[src/rtl/cv32e40x_regarb_pkg.sv]
// Shared types and helpers for the register arbiter.
//  - regarb_state_e : arbiter FSM states
//  - timer_width()  : width of the lock idle timer for a given timeout
package cv32e40x_regarb_pkg;

  typedef enum logic {
    IDLE   = 1'b0,
    LOCKED = 1'b1
  } regarb_state_e;

  // The timer counts 0 .. lock_timeout-1, so clog2 bits are enough.
  // A one-bit floor keeps the vector legal when the timeout is 1 or 2.
  function automatic int timer_width(input int lock_timeout);
    return (lock_timeout <= 2) ? 1 : $clog2(lock_timeout);
  endfunction

endpackage

[src/rtl/cv32e40x_register.sv]
// Enable-gated word register with asynchronous active-low reset.
//  clk           in   1           clock
//  rst_n         in   1           async active-low reset
//  clock_enable  in   1           load data_in at the next posedge
//  data_in       in   WORD_WIDTH  value to load
//  data_out      out  WORD_WIDTH  stored value
module cv32e40x_register #(
  parameter int                    WORD_WIDTH  = 32,
  parameter logic [WORD_WIDTH-1:0] RESET_VALUE = '0
) (
  input  logic                  clk,
  input  logic                  rst_n,
  input  logic                  clock_enable,
  input  logic [WORD_WIDTH-1:0] data_in,
  output logic [WORD_WIDTH-1:0] data_out
);

  always_ff @(posedge clk or negedge rst_n) begin
    if (!rst_n) begin
      data_out <= RESET_VALUE;
    end else if (clock_enable) begin
      data_out <= data_in;
    end
  end

endmodule

[src/rtl/cv32e40x_rr_arbiter.sv]
// One-hot round-robin grant.
// Scans req starting at rr_ptr, wrapping modulo NUM_REQ, and grants the
// first set bit.
//  req         in   NUM_REQ          request vector
//  rr_ptr      in   $clog2(NUM_REQ)  highest-priority index
//  grant       out  NUM_REQ          one-hot grant, zero when no request
//  grant_idx   out  $clog2(NUM_REQ)  index of the granted bit
//  grant_valid out  1                any request granted
module cv32e40x_rr_arbiter #(
  parameter int NUM_REQ = 4
) (
  input  logic [NUM_REQ-1:0]         req,
  input  logic [$clog2(NUM_REQ)-1:0] rr_ptr,
  output logic [NUM_REQ-1:0]         grant,
  output logic [$clog2(NUM_REQ)-1:0] grant_idx,
  output logic                       grant_valid
);

  localparam int IW = $clog2(NUM_REQ);

  always_comb begin
    int idx;
    idx         = 0;
    grant       = '0;
    grant_idx   = '0;
    grant_valid = 1'b0;
    for (int off = 0; off < NUM_REQ; off++) begin
      idx = int'(rr_ptr) + off;
      // Explicit wrap so a non-power-of-2 NUM_REQ goes NUM_REQ-1 -> 0.
      if (idx >= NUM_REQ) idx = idx - NUM_REQ;
      if (!grant_valid && req[idx]) begin
        grant[idx]  = 1'b1;
        grant_idx   = IW'(idx);
        grant_valid = 1'b1;
      end
    end
  end

endmodule

[src/rtl/cv32e40x_register_arbiter.sv]
// Shares one enable-gated word register between NUM_REQ requesters.
// Round-robin arbitration in IDLE; a requester that writes with lock set
// keeps exclusive ownership (LOCKED) until it writes with lock clear or
// stays idle for LOCK_TIMEOUT cycles, in which case the lock is dropped
// and lock_abort_o pulses.
//
// state  | meaning
// IDLE   | round-robin grant among valid requesters
// LOCKED | only owner_o is granted; idle timer runs while owner not valid
//
//  clk           in   1                   clock
//  rst_n         in   1                   async active-low reset
//  req_valid_i   in   NUM_REQ             per-requester write request
//  req_lock_i    in   NUM_REQ             keep ownership after this write
//  req_data_i    in   NUM_REQ*WORD_WIDTH  write data, requester i at [i*W +: W]
//  req_ready_o   out  NUM_REQ             grant, at most one bit set
//  data_o        out  WORD_WIDTH          current register value
//  owner_o       out  $clog2(NUM_REQ)     index of the last accepted writer
//  update_o      out  1                   data_o shows newly written data
//  lock_abort_o  out  1                   one-cycle pulse on timeout release
module cv32e40x_register_arbiter
  import cv32e40x_regarb_pkg::*;
#(
  parameter int                    NUM_REQ      = 4,
  parameter int                    WORD_WIDTH   = 32,
  parameter logic [WORD_WIDTH-1:0] RESET_VALUE  = '0,
  parameter int                    LOCK_TIMEOUT = 8
) (
  input  logic                          clk,
  input  logic                          rst_n,
  input  logic [NUM_REQ-1:0]            req_valid_i,
  input  logic [NUM_REQ-1:0]            req_lock_i,
  input  logic [NUM_REQ*WORD_WIDTH-1:0] req_data_i,
  output logic [NUM_REQ-1:0]            req_ready_o,
  output logic [WORD_WIDTH-1:0]         data_o,
  output logic [$clog2(NUM_REQ)-1:0]    owner_o,
  output logic                          update_o,
  output logic                          lock_abort_o
);

  localparam int IW = $clog2(NUM_REQ);
  localparam int TW = timer_width(LOCK_TIMEOUT);

  regarb_state_e   state_q, state_d;
  logic [TW-1:0]   timer_q, timer_d;
  logic [IW-1:0]   rr_ptr_q, rr_ptr_d;
  logic [IW-1:0]   owner_q, owner_d;
  logic            abort_d;
  logic            update_q;
  logic            abort_q;

  logic [NUM_REQ-1:0]    arb_grant;
  logic [IW-1:0]         arb_idx;
  logic                  arb_valid;
  logic [NUM_REQ-1:0]    ready;
  logic [NUM_REQ-1:0]    owner_onehot;
  logic [IW-1:0]         accept_idx;
  logic                  accept_any;
  logic [WORD_WIDTH-1:0] write_data;

  function automatic logic [IW-1:0] next_idx(input logic [IW-1:0] idx);
    if (int'(idx) == NUM_REQ - 1) return '0;
    return idx + 1'b1;
  endfunction

  cv32e40x_rr_arbiter #(
    .NUM_REQ (NUM_REQ)
  ) u_rr_arbiter (
    .req         (req_valid_i),
    .rr_ptr      (rr_ptr_q),
    .grant       (arb_grant),
    .grant_idx   (arb_idx),
    .grant_valid (arb_valid)
  );

  always_comb begin
    state_d      = state_q;
    timer_d      = timer_q;
    rr_ptr_d     = rr_ptr_q;
    owner_d      = owner_q;
    abort_d      = 1'b0;
    ready        = '0;
    accept_idx   = owner_q;
    accept_any   = 1'b0;
    owner_onehot = '0;
    owner_onehot[owner_q] = 1'b1;

    case (state_q)
      IDLE: begin
        // The arbiter only grants valid requesters, so grant implies accept.
        ready      = arb_grant;
        accept_idx = arb_idx;
        if (arb_valid) begin
          accept_any = 1'b1;
          owner_d    = arb_idx;
          rr_ptr_d   = next_idx(arb_idx);
          if (req_lock_i[arb_idx]) begin
            state_d = LOCKED;
            timer_d = '0;
          end
        end
      end
      LOCKED: begin
        // owner_q is the lock holder: it was the accepted writer that locked.
        ready = owner_onehot;
        if (req_valid_i[owner_q]) begin
          accept_any = 1'b1;
          timer_d    = '0;
          if (!req_lock_i[owner_q]) begin
            state_d  = IDLE;
            rr_ptr_d = next_idx(owner_q);
          end
        end else if (timer_q == TW'(LOCK_TIMEOUT - 1)) begin
          state_d  = IDLE;
          abort_d  = 1'b1;
          timer_d  = '0;
          rr_ptr_d = next_idx(owner_q);
        end else begin
          timer_d = timer_q + 1'b1;
        end
      end
      default: state_d = IDLE;
    endcase
  end

  always_ff @(posedge clk or negedge rst_n) begin
    if (!rst_n) begin
      state_q  <= IDLE;
      timer_q  <= '0;
      rr_ptr_q <= '0;
      owner_q  <= '0;
      update_q <= 1'b0;
      abort_q  <= 1'b0;
    end else begin
      state_q  <= state_d;
      timer_q  <= timer_d;
      rr_ptr_q <= rr_ptr_d;
      owner_q  <= owner_d;
      update_q <= accept_any;
      abort_q  <= abort_d;
    end
  end

  assign write_data = req_data_i[int'(accept_idx)*WORD_WIDTH +: WORD_WIDTH];

  cv32e40x_register #(
    .WORD_WIDTH  (WORD_WIDTH),
    .RESET_VALUE (RESET_VALUE)
  ) u_register (
    .clk          (clk),
    .rst_n        (rst_n),
    .clock_enable (accept_any),
    .data_in      (write_data),
    .data_out     (data_o)
  );

  // Grants are suppressed during reset even though the FSM sits in IDLE.
  assign req_ready_o  = rst_n ? ready : '0;
  assign owner_o      = owner_q;
  assign update_o     = update_q;
  assign lock_abort_o = abort_q;

endmodule

[config.mk]
export PLATFORM = sky130hd
export DESIGN_NAME = cv32e40x_register_arbiter
export DESIGN_NICKNAME = d
export VERILOG_FILES = /design/src/rtl/cv32e40x_regarb_pkg.sv /design/src/rtl/cv32e40x_register.sv /design/src/rtl/cv32e40x_rr_arbiter.sv /design/src/rtl/cv32e40x_register_arbiter.sv
export SDC_FILE = /design/constraint.sdc
export NUM_CORES = 1
export LEC_CHECK = 0
export BUFFER_PORTS_ARGS = -buffer_cell sky130_fd_sc_hd__buf_2
export CAP_MARGIN = 0
export CORE_MARGIN = 2
export CORE_UTILIZATION = 49
export CTS_BUF_LIST = sky130_fd_sc_hd__clkbuf_8
export DETAILED_ROUTE_END_ITERATION = 7
export GPL_TIMING_DRIVEN = 0
export PLACE_DENSITY = 0.87
export REMOVE_ABC_BUFFERS = 1
export SYNTH_ARGS = -nofsm -noshare
export SYNTH_HDL_FRONTEND = slang
export SYNTH_SLANG_ARGS = --single-unit
[constraint.sdc]
create_clock -name clk -period 7.6 [get_ports clk]
set_input_delay 1.52 -clock clk [delete_from_list [all_inputs] [get_ports clk]]
set_output_delay 1.52 -clock clk [all_outputs]
set_load 0.005 [all_outputs]
==> flow_metrics.py <==
metrics = {
    "finish": {
        "layout_commonest_cell": "buf_2",
        "regArea_mm2": 0.00105,
        "area_growth_syn_to_layout_pct": 27.1,
        "final_cell_mix": "buf_2, mux2i_1, nor2_1, dfrtp_1, a221oi_1",
        "multi_input_area_mm2": 0.00200,
        "drive_above_1_share_pct": 42.2,
        "fillCellCount": 542,
        "nNetsFinal": 621,
        "design_area_mm2": 0.00415,
    },
    "timing": {
        "tns_ns": 0,
        "rsz0062_at_grt": "false",
        "hold_viol": 0,
        "slew_headroom_pct": 14.4,
        "finClkSkew_ns": 0.00266,
        "max_freq_ghz": 0.207,
        "worst_pin_slew_ns": 1.28,
        "whs_ns": 0.566,
        "period_needed_ns": 4.82,
        "finalCritPeriodShare_pct": 63.4,
        "setup_viol": 0,
        "final-max-slew-violation-count": 0,
    },
    "clock_tree": {
        "postCtsResizedCells": 0,
        "numClockSinks": 42,
        "cts_hold_buf": 0,
        "clockRootBuffer": "clkbuf_8",
        "path_clk_slew_ns": 0.08,
        "cts_buffers": 5,
        "cts_setup_buffers": 0,
        "tritoncts": "done",
        "cts_buffer_depth": 2,
        "insertion_delay_ns": 0.29,
        "cts_max_level": 2,
    },
    "synth": {
        "ys.flop_type": "dfrtp_1",
        "ys_ff_latch": 42,
        "synth_edf_count": 0,
        "netlist_area_mm2": 0.00326,
        "syn_avg_cell_area_um2": 10.3,
        "synth_top_area_share_pct": 32.2,
        "syn_inst": 316,
        "ys_seq_area_share_pct": 32.2,
        "yosysUniqueCellTypes": 51,
        "yosys.area.top_type": "dfrtp_1",
        "yosys-top-cells-area": "dfrtp_1, mux2i_1, a221oi_1",
        "async_reset_ff_share_pct": 100,
        "yosysWarnings": 0,
    },
    "pwr": {
        "pwr-share-clk_pct": 7.8,
        "combPwrFrac_pct": 68.1,
        "p_seq_share_pct": 24.1,
        "netSwitchingFraction_pct": 45.9,
        "p_leak_nw": 2.11,
        "ir_worst_vdd_v": 0.000399,
        "power.internal_w": 0.000989,
        "power.density_mw_per_mm2": 440,
        "net-switching-power_w": 0.000839,
    },
    "die": {
        "die_y_um": 85.6,
        "initial_core_util_pct": 51.1,
        "core_mm2": 0.00639,
        "dieArea_mm2": 0.00733,
        "die_x_um": 85.6,
        "ios": 178,
        "rows": 29,
    },
    "placement": {
        "dp.final_hpwl_um": 7120,
        "placement.io_buffers": 177,
        "place_area_mm2": 0.00406,
        "place.gp.congestion": 0.840,
    },
    "route": {
        "drt_iter0_drc": 132,
        "wl_per_cell_um": 16.9,
        "ant_nets": 0,
        "wl_um": 9360,
        "drc": 0,
        "firstDrtPassIters": 5,
        "viasPerCell": 5.87,
        "vias": 3242,
    },
    "setup_path": {
        "path_max_fanout": 13,
        "reg2reg_depth": 7,
        "worstPathArrival_ns": 3.30,
        "r2r-end": "u_register.data_out[18]$_DFFE_PN0P_",
        "reg2reg_from": "rr_ptr_q[0]$_DFFE_PN0P_",
        "end_kind": "primary output",
        "reg2reg_slack_ns": 3.98,
        "cp.required_ns": 6.08,
        "worst-setup-path-type": "in2out",
        "crit_path_start_kind": "primary input",
    },
    "global_routing": {
        "busiest_layer": "met2",
        "grt_pass1_vias": 3063,
        "grt_first_pass_wirelength_um": 14500,
        "use_met2_pct": 43.7,
        "grtUsageTotal_pct": 24.6,
        "grt.overflow.total": 0,
        "gr-usage-met3_pct": 4.52,
        "antenna_found_initial": 1,
        "grt_max_degree": 65,
        "gr-usage-met1_pct": 30.5,
    },
    "worst_hold_path": {
        "hold_path_startpoint": "u_register.data_out[20]$_DFFE_PN0P_",
        "hold_path_end": "u_register.data_out[20]$_DFFE_PN0P_",
        "hold_path_class": "reg2reg",
        "holdPathStages": 2,
    },
    "flow_run": {
        "cap_violations": 0,
    },
    "run_status": {
        "status": "completed",
    },
}
stage by stage:
step                power, W  setup slack (ns)  utilization (%)  instances
detailed placement   0.00170              2.80             63.6        543
finish               0.00183              2.78             65.0        552
CTS                  0.00185              2.79             64.9        551
global route         0.00198              2.61             65.0        552
floorplan            0.00133              2.77                -        289
global placement     0.00165             0.832             63.4        543
worst max-delay path, stage by stage:
cell,delay (ns)
buf_2,0.23
inv_1,0.10
o211ai_1,0.34
a21boi_1,0.53
nor2_1,0.11
o311a_1,0.35
buf_2,0.13
flip-flops by register name, summed over array words and instances, names as in the netlist:
| signal | flops |
|---|---|
| rr_ptr_q | 2 |
| u_register.data_out | 32 |
| owner_o | 2 |
| lock_abort_o | 1 |
| state_q | 1 |
| timer_q | 3 |
| update_o | 1 |
cell usage after synthesis, drive strengths merged, types with 2 or more instances:
cell and n:
ha 10, inv 6, nor4 2, nor2b 2, a222oi 2, nand2 8, mux4 4, buf 18
o22ai 2, mux2 3, a211oi 2, dfrtp 42, and3b 2, o211ai 4, a21boi 2, nor3 2
nand2b 8, a22oi 4, o21ai 7, nand3b 2, a22o 4, a221oi 35, and2 3, nor2 45
o311a 4, mux2i 68, nor3b 3, clkbuf 9, o31ai 2
layer usage:
layer	share of wire (%)	up-vias	wire length [um]
met4	1.9	0	178
met2	54	116	5020
met3	6.8	16	636
met1	38	1584	3520
met5	0	-	0
li1	-	1526	-
cells by family (layout without fill, tap and decap cells):
group / after synthesis / count (layout) / synth area share [%]
AO/OA/AOI/OAI: 74 / 74 / 19.6
buffers and inverters: 34 / 192 / 6.82
other: 0 / 1 / 0
AND/OR/NAND/NOR: 81 / 81 / 12.9
adder cells (fa/ha/maj): 10 / 10 / 3.83
flip-flops: 42 / 42 / 32.2
multiplexers: 75 / 75 / 24.6
how the worst max path moves through the flow:
| stage | from | end | slack (ns) | depth (start not counted) |
|---|---|---|---|---|
| 2_1_floorplan | req_valid_i[1] | u_register.data_out[15]$_DFFE_PN0P_ | 2.77 | 4 |
| 3_3_place_gp | req_valid_i[0] | u_register.data_out[15]$_DFFE_PN0P_ | 0.83 | 5 |
| 3_5_place_dp | req_valid_i[3] | req_ready_o[2] | 2.80 | 7 |
| 4_1_cts | req_valid_i[3] | req_ready_o[2] | 2.79 | 7 |
| 5_1_grt | req_valid_i[3] | req_ready_o[3] | 2.61 | 7 |
| 6_report | req_valid_i[3] | req_ready_o[2] | 2.78 | 7 |
power groups by stage:
| stage | sequential, W | combinational, W | clock [W] |
|---|---|---|---|
| 6_report | 0.000441 | 0.00124 | 0.000142 |
| 5_1_grt | 0.000462 | 0.00136 | 0.000158 |
| 3_3_place_gp | 0.000438 | 0.00121 | 0 |
| 2_1_floorplan | 0.000440 | 0.000892 | 0 |
| 3_5_place_dp | 0.000447 | 0.00125 | 0 |
| 4_1_cts | 0.000442 | 0.00126 | 0.000148 |
area by class of cell:
type                       count  share of cell area (%)
inverter                       7                   0.633
antenna                        1                  0.0603
tap                           77                    2.32
timing repair buffer         177                    21.3
clock inverter                 3                   0.422
multi-input combinational    240                    48.2
clock buffer                   5                    1.66
sequential                    42                    25.3
No activity file was read; power rests on OpenSTA's default activity.
